`config.mk`:
```
export PLATFORM = sky130hd
export DESIGN_NAME = photon_gate_sequencer
export DESIGN_NICKNAME = d
export VERILOG_FILES = /design/src/rtl/photon_pkg.sv /design/src/rtl/ms_tick_gen.sv /design/src/rtl/photon_gate_sequencer.sv
export SDC_FILE = /design/constraint.sdc
export NUM_CORES = 1
export LEC_CHECK = 0
export CAP_MARGIN = 20
export CORE_ASPECT_RATIO = 0.7
export CORE_MARGIN = 4
export CORE_UTILIZATION = 40
export CTS_CLUSTER_SIZE = 30
export DETAILED_ROUTE_END_ITERATION = 8
export PLACE_DENSITY = 0.75
export SETUP_SLACK_MARGIN = 0.05
export SYNTH_ARGS = -nofsm -noshare
export SYNTH_HDL_FRONTEND = slang
export SYNTH_SLANG_ARGS = --single-unit
```
`constraint.sdc`:
```
create_clock -name clk -period 2.2 [get_ports clk]
set_input_delay 0.22 -clock clk [delete_from_list [all_inputs] [get_ports clk]]
set_output_delay 0.22 -clock clk [all_outputs]
set_load 0.05 [all_outputs]
```
`src/rtl/photon_pkg.sv`:
```
// photon_pkg: shared state encoding and frame constants for the photon gate sequencer
package photon_pkg;
  typedef enum logic [2:0] {S_IDLE, S_CLEAR, S_GATE, S_SETTLE, S_WR_HDR, S_WR_CNT} state_t;
  localparam logic [7:0] DEF_HDR_MAGIC = 8'hA5;
  localparam int FRAME_WORDS = 2;
endpackage

```
`src/rtl/ms_tick_gen.sv`:
```
// ms_tick_gen: loadable down-counting prescaler emitting a one-cycle tick every TICKS enabled cycles
module ms_tick_gen #(
  parameter int TICKS = 50000
) (
  input  logic clk,
  input  logic rst_n,
  input  logic load,
  input  logic en,
  output logic tick
);
  localparam int W = $clog2(TICKS + 1);
  logic [W-1:0] cnt;
  assign tick = en && cnt == '0;
  // reload on load or on each tick so ticks repeat every TICKS enabled cycles
  always_ff @(posedge clk or negedge rst_n)
    if (!rst_n) cnt <= '0;
    else if (load || tick) cnt <= W'(TICKS - 1);
    else if (en) cnt <= cnt - 1'b1;
endmodule

```
`src/rtl/photon_gate_sequencer.sv`:
```
// photon_gate_sequencer: gates the pulse counter for gate_ms and pushes a header/count frame to the result FIFO
module photon_gate_sequencer
  import photon_pkg::*;
#(
  parameter int TICKS_PER_MS = 50000,
  parameter int SETTLE_CYC = 2,
  parameter logic [7:0] HDR_MAGIC = DEF_HDR_MAGIC
) (
  input  logic        clk,
  input  logic        rst_n,
  input  logic        start,
  input  logic        stop,
  input  logic        single_shot,
  input  logic [15:0] gate_ms,
  output logic        cnt_clr,
  output logic        cnt_en,
  input  logic [31:0] cnt_value,
  input  logic        fifo_full,
  output logic        fifo_wr,
  output logic [31:0] fifo_din,
  output logic        busy,
  output logic        overrun,
  output logic [7:0]  seq_num
);
  state_t state, nxt;
  logic [15:0] gms_q, ms_cnt;
  logic [3:0] set_cnt;
  logic [31:0] result, last_q, word;
  logic ss_q, stop_pending, tick, accept, frame_end;
  ms_tick_gen #(.TICKS(TICKS_PER_MS)) u_tick (
    .clk(clk), .rst_n(rst_n), .load(state == S_CLEAR), .en(state == S_GATE), .tick(tick)
  );
  assign accept = state == S_IDLE && start && !stop;
  assign frame_end = (state == S_WR_HDR && fifo_full) || (state == S_WR_CNT && !fifo_full);
  assign cnt_clr = state == S_CLEAR;
  assign cnt_en = state == S_GATE;
  assign busy = state != S_IDLE;
  assign fifo_wr = (state == S_WR_HDR || state == S_WR_CNT) && !fifo_full;
  assign word = state == S_WR_HDR ? {HDR_MAGIC, seq_num, gms_q} : result;
  assign fifo_din = fifo_wr ? word : last_q;
  // state register
  always_ff @(posedge clk or negedge rst_n)
    if (!rst_n) state <= S_IDLE;
    else state <= nxt;
  // next state: stop aborts before the gate completes, otherwise the frame always finishes
  always_comb begin
    nxt = state;
    case (state)
      S_IDLE:   nxt = accept ? S_CLEAR : S_IDLE;
      S_CLEAR:  nxt = stop ? S_IDLE : S_GATE;
      S_GATE:   nxt = stop ? S_IDLE : (tick && ms_cnt == 16'd1) ? S_SETTLE : S_GATE;
      S_SETTLE: nxt = set_cnt == '0 ? S_WR_HDR : S_SETTLE;
      S_WR_HDR: nxt = !fifo_full ? S_WR_CNT : (ss_q || stop_pending || stop) ? S_IDLE : S_CLEAR;
      S_WR_CNT: nxt = fifo_full ? S_WR_CNT : (ss_q || stop_pending || stop) ? S_IDLE : S_CLEAR;
      default:  nxt = S_IDLE;
    endcase
  end
  // acquisition settings, timers, result latch and frame bookkeeping
  always_ff @(posedge clk or negedge rst_n)
    if (!rst_n) begin
      gms_q <= '0;
      ss_q <= 1'b0;
      ms_cnt <= '0;
      set_cnt <= '0;
      result <= '0;
      last_q <= '0;
      seq_num <= '0;
      overrun <= 1'b0;
      stop_pending <= 1'b0;
    end else begin
      if (accept) begin
        gms_q <= gate_ms == '0 ? 16'd1 : gate_ms;
        ss_q <= single_shot;
        seq_num <= '0;
        overrun <= 1'b0;
        stop_pending <= 1'b0;
      end
      if (state == S_CLEAR) ms_cnt <= gms_q;
      else if (state == S_GATE && tick) ms_cnt <= ms_cnt - 16'd1;
      if (state == S_GATE) set_cnt <= 4'(SETTLE_CYC - 1);
      else if (state == S_SETTLE) set_cnt <= set_cnt - 4'd1;
      if (state == S_SETTLE && set_cnt == '0) result <= cnt_value;
      if (stop && (state == S_SETTLE || state == S_WR_HDR || state == S_WR_CNT)) stop_pending <= 1'b1;
      if (state == S_WR_HDR && fifo_full) overrun <= 1'b1;
      if (fifo_wr) last_q <= word;
      if (frame_end) begin
        seq_num <= seq_num + 8'd1;
        stop_pending <= 1'b0;
      end
    end
endmodule
```
# Word level (Yosys, flattened, before mapping)
# Cells that the tools add are included.
word_totals:
  ff_bits: 130
  input_bits: 54
  wordCells: 75
classes:
  n_reduce_logical: 30
  eq_ne: 6
  n_mux: 24
  n_addsub: 4
op_table:
  columns: ["op", "count"]
  rows:
  - ["2-to-1 mux 16 bit", 5]
  - ["2-to-1 mux 32 bit", 2]
  - ["logical NOT 16 bit", 2]
  - ["subtractor 16 x 1 -> 16 bit, second input constant", 2]
  - ["one-hot mux 3 bit (6 select lines)", 1]
  - ["== test 16 x 1 -> 1 bit, second input constant", 1]
  - ["2-to-1 mux 8 bit", 2]
  - ["logical AND 1 bit", 10]
  - ["nonzero test 2 bit", 5]
  - ["2-to-1 mux 3 bit", 3]
  - ["adder 8 x 1 -> 8 bit, second input constant", 1]
  - ["2-to-1 mux 4 bit", 2]
  - ["logical OR 1 bit", 7]
  - ["2-to-1 mux 1 bit", 7]
  - ["== test 3 x 2 -> 1 bit, second input constant", 2]
  - ["== test 3 bit, second input constant", 2]
  - ["nonzero test 3 bit", 2]
  - ["logical NOT 4 bit", 1]
  - ["2-to-1 mux 2 bit", 2]
  - ["subtractor 4 x 1 -> 4 bit, second input constant", 1]
  - ["== test 3 x 1 -> 1 bit, second input constant", 1]
  - ["logical NOT 3 bit", 1]
  - ["logical NOT 1 bit", 2]

# Logic depth before layout (Yosys ltp)
logic_depth:
  word_depth: 6
  ltp_mapped: 8
  ltp_nobuf: 7

# Hierarchy
# Synthesis repeated with hierarchy kept, for this count alone.
hier_totals:
  cells_unflattened: 553
  hier_area_um2: 6114.6
modules_own_cells:
  columns: ["module", "cells_each", "area_each_um2", "seq_area_each_um2", "n_inst"]
  rows:
  - ["photon_gate_sequencer", 461, 5191.2, 2852.7, 1]
  - ["ms_tick_gen", 92, 923.4, 400.4, 1]

# Worst setup path after synthesis
# No wires, ideal clock.
synth_path:
  path_type: "flip-flop to output port"
  start: "register state[1]"
  end: "output fifo_din[18]"
  stages_incl_launch_ff: 7
  t_required_ps: 1980
  arrival_ps: 2432
  setup_slack_ps: -452
  path_cell_list: "dfrtp_1 -> nand2b_1 -> clkbuf_1 -> nor2_1 -> buf_2 -> mux2i_1 -> a21oi_1"
synth_between:
  elab_chain_len: 4
  word_cells_on_any_way: 6
synth_rtl:
  columns: ["element", "line_no", "text"]
  rows:
  - ["from (decl)", "photon_gate_sequencer.sv:25", "state_t state, nxt;"]
  - ["from (signal assigned)", "photon_gate_sequencer.sv:44", "else state <= nxt;"]
  - ["== test 3 bit (on tied branches)", "photon_gate_sequencer.sv:38, photon_gate_sequencer.sv:39", null]
  - ["logical OR 1 bit", "photon_gate_sequencer.sv:38", "assign fifo_wr = (state == S_WR_HDR || state == S_WR_CNT) && !fifo_full;"]
  - ["logical AND 1 bit", "photon_gate_sequencer.sv:38", null]
  - ["2-to-1 mux 32 bit *", "photon_gate_sequencer.sv:40", "assign fifo_din = fifo_wr ? word : last_q;"]
  - ["to (decl)", "photon_gate_sequencer.sv:20", "output logic [31:0] fifo_din,"]
# Every way passes the cells marked *; elsewhere a longest branch is shown, timed or not.

# Worst setup path in the final report
layout_path:
  start: "register state[1]"
  end: "output fifo_din[6]"
# The elaborated chain is that of the path after synthesis.

==> results.json <==
{
  "cts_tree": "built",
  "cts.path.max_buffers": 2,
  "worst_pin_slew_ns": 0.739,
  "cts_buffers": 17,
  "min_path_type": "input port to async pin",
  "period_minus_slack_ns": 2.20,
  "port_buffers": 98,
  "synth-edff-count": 0,
  "grt_overflow": 0,
  "setup_viol": 1,
  "post_drt_wl_per_cell_microns": 18.1,
  "reg2reg_to": "ms_cnt[1]",
  "core_sq_um": 14700,
  "cellLeakagePower_nw": 3.68,
  "vias": 4773,
  "slew_headroom_pct": 50.5,
  "multi_input_area_sq_um": 3140,
  "grt_util_met1_pct": 27.3,
  "crit_chain": "nand2b_4 -> nor2_4 -> buf_12 -> buf_12 -> mux2i_4 -> a21oi_4 -> buf_12",
  "final-hold-violation-count": 0,
  "maxCapViolCount": 0,
  "antenna_left": 0,
  "h-tree-depth": 4,
  "syn_avg_cell_area_sq_um": 10.9,
  "synth_fp_nets": 610,
  "grtUsageMet2_pct": 32.2,
  "io_pins": 99,
  "design.die.area_sq_um": 17000,
  "setup.worst_path.start": "state[1]",
  "antenna_cells": 0,
  "worstPathMaxFanout": 8,
  "syn-cell-area_sq_um": 5980,
  "register_area_sq_um": 3250,
  "fin_hold_ws_ns": 0.412,
  "clk_latency_ns": 0.42,
  "reg2reg_slack_ns": 0.14,
  "yosys_register_bits": 130,
  "ys_warn_count": 0,
  "use_met3_pct": 4.49,
  "yosysTopAreaCell": "dfrtp_1",
  "routed_via_density": 5.30,
  "area_growth_pct": 52.6,
  "startpoint_type": "flop",
  "p_per_area_nw_per_um2": 1440,
  "synth_ff_type": "dfrtp_1",
  "netlist_top_cells_area": "dfrtp_1 54%, mux2_2 9.0%, mux2i_1 4.2%",
  "start_util_pct": 40.7,
  "r2r_cells": 6,
  "drive_above_1_share_pct": 34.6,
  "endpoint_kind": "primary output",
  "dr.pass1.iters": 5,
  "nFillCells": 1107,
  "grt_pass1_vias": 4970,
  "async_reset_ff_share_pct": 100,
  "drt_wl_total_mm": 16.3,
  "place.detailed.hpwl_mm": 11.2,
  "antenna_found_initial": 0,
  "grt.busiest_layer": "met2",
  "grt_max_degree": 131,
  "fin_ws_ns": -0.00480,
  "fin_nets": 753,
  "critPathKind": "flop to primary output",
  "grt_pass1_wl_mm": 26.6,
  "tns_ns": -0.00480,
  "rsz0062_at_grt": "true",
  "cp_slowest_stage_delay_ns": 0.38,
  "worstPathRequired_ns": 1.98,
  "stdcell_area_sq_um": 9120,
  "final_util_pct": 62.1,
  "crit_path_top_delay_cell": "dfrtp_1",
  "clock_sinks": 130,
  "die_w_microns": 154,
  "violations": "setup timing",
  "grt_use_total_pct": 20.1,
  "reg2reg_from": "u_tick.cnt[7]",
  "yosysSeqAreaShare_pct": 54.4,
  "root_buffer": "clkbuf_16",
  "synthCells": 549,
  "drc": 0,
  "fmax_mhz": 454,
  "status": "finished with violations",
  "dpl_cell_area_sq_um": 8040,
  "finalCritPeriodShare_pct": 100,
  "final-max-slew-violation-count": 0,
  "ir_drop_mv": 1.16,
  "cp-endpoint": "fifo_din[6]",
  "place_congestion": 0.873,
  "arrival_ns": 1.98,
  "clk_pin_slew_worst_paths_ns": 0.06,
  "layoutNonFillerInstCount": 900,
  "die_h_microns": 110,
  "fin_skew_ns": 0.00925,
  "place_ws_ns": 0.0398,
  "cpMostUsedCell": "buf_12",
  "drt_iter0_drc": 326,
  "numPlacedInstances": 848,
  "yosys.area.top_type_share_pct": 54.4,
  "power.total_mw": 13.2,
  "rows": 37,
  "synthDistinctLibCells": 46
}
[worst min path at each step]
stage                              from    endpoint  slack (ns)
after CTS                 cnt_value[18]  result[18]        0.41
after floorplan                   rst_n    gms_q[0]       -0.08
after global placement            rst_n  last_q[22]        0.37
final                             rst_n  result[31]        0.41
after global routing      cnt_value[14]  result[14]        0.42
after detailed placement          rst_n  result[22]        0.38
[power by group]
group	switching (mW)	total (mW)	leakage, nW	internal (mW)
logic	3.27	6.26	1.87	2.99
registers	0.788	4.15	1.54	3.36
clock network	1.02	2.77	0.275	1.75
[synthesized netlist by cell type, types with 2 or more instances]
| master | count |
|---|---|
| nand3_1 | 13 |
| nor2_1 | 61 |
| or2_2 | 4 |
| xnor2_1 | 14 |
| or3_1 | 7 |
| or3_2 | 3 |
| o21ai_0 | 27 |
| nor4_1 | 9 |
| xor2_1 | 15 |
| buf_2 | 3 |
| nor4_2 | 3 |
| a22o_1 | 2 |
| and3_1 | 2 |
| nand2_1 | 37 |
| mux2i_1 | 25 |
| nand3_2 | 2 |
| dfrtp_1 | 130 |
| nor3_1 | 11 |
| and2_1 | 3 |
| nand3b_1 | 3 |
| buf_1 | 2 |
| nand4_1 | 15 |
| ha_1 | 7 |
| clkbuf_1 | 21 |
| a21oi_1 | 35 |
| or4_1 | 3 |
| inv_1 | 13 |
| nor2b_1 | 3 |
| nand2b_1 | 2 |
| a31oi_1 | 8 |
| o21ai_2 | 3 |
| nor3b_1 | 2 |
| mux2_2 | 48 |
[layer usage]
layer,routed length (microns),vias up,share of wire [%]
met2,7590,153,47
li1,-,2224,-
met1,7510,2367,46
met4,272,0,1.7
met5,0,-,0
met3,889,29,5.5
[cell type report]
type | count | area share (%)
clock inverters | 9 | 1.15
repair buffers | 150 | 20.3
multi-input cells | 380 | 34.4
well taps | 195 | 2.68
inverters | 13 | 0.535
clock buffers | 23 | 5.24
flip-flops and latches | 130 | 35.7
[state kept, by name, summed over array words and instances, names as in the netlist]
register / count
overrun: 1
result: 32
stop_pending: 1
u_tick.cnt: 16
seq_num: 8
state: 3
gms_q: 16
set_cnt: 4
last_q: 32
ss_q: 1
ms_cnt: 16
[placed cells by master (no fill, tap or decap), types with 8 or more instances in the layout]
master           synthesis  layout
nand3_1                 13      12
xnor2_1                 14      14
mux2i_4                  0      15
xor2_1                  15      15
dfrtp_1                130     130
mux2i_2                  0       8
nand2_1                 37      37
buf_12                   0      43
nor3_1                  11      11
nor2_1                  61      59
clkbuf_16                0      17
nor4_1                   9       9
clkdlybuf4s50_1          0      61
o21ai_0                 27      27
a21oi_1                 35      11
nand4_1                 15      15
buf_4                    0      41
inv_1                   13      13
a21oi_4                  0      22
mux2_2                  48      48
[worst max-delay path: cells and delay by family, from the launching register on]
family,cells,cell delay (ns)
AOI/OAI and AO/OA,1,0.11
buffers and inverters,3,0.44
DFF,1,0.38
muxes,1,0.29
and+or+nand+nor,2,0.34
[logic make-up (layout without fill, tap and decap cells)]
kind of cell / Yosys count / after routing / share of synthesized area (%)
AOI/OAI and AO/OA: 79 / 79 / 7.26
xor gates and xnor gates: 29 / 29 / 4.25
buffers and inverters: 39 / 195 / 2.51
muxes: 74 / 74 / 13.5
DFF: 130 / 130 / 54.4
and+or+nand+nor: 191 / 191 / 16.6
adders and majority gates: 7 / 7 / 1.46
[what timing repair did]
action / in CTS / in global routing
gates cloned: 1 / 0
resized for setup: 40 / 15
endpoints found under the hold margin: 130 / 0
pin swaps: 19 / 5
setup endpoints to repair: 34 / 48
hold buffers: 1 / 0
buffers inserted: 14 / 4
No activity file was read; power rests on OpenSTA's default activity.
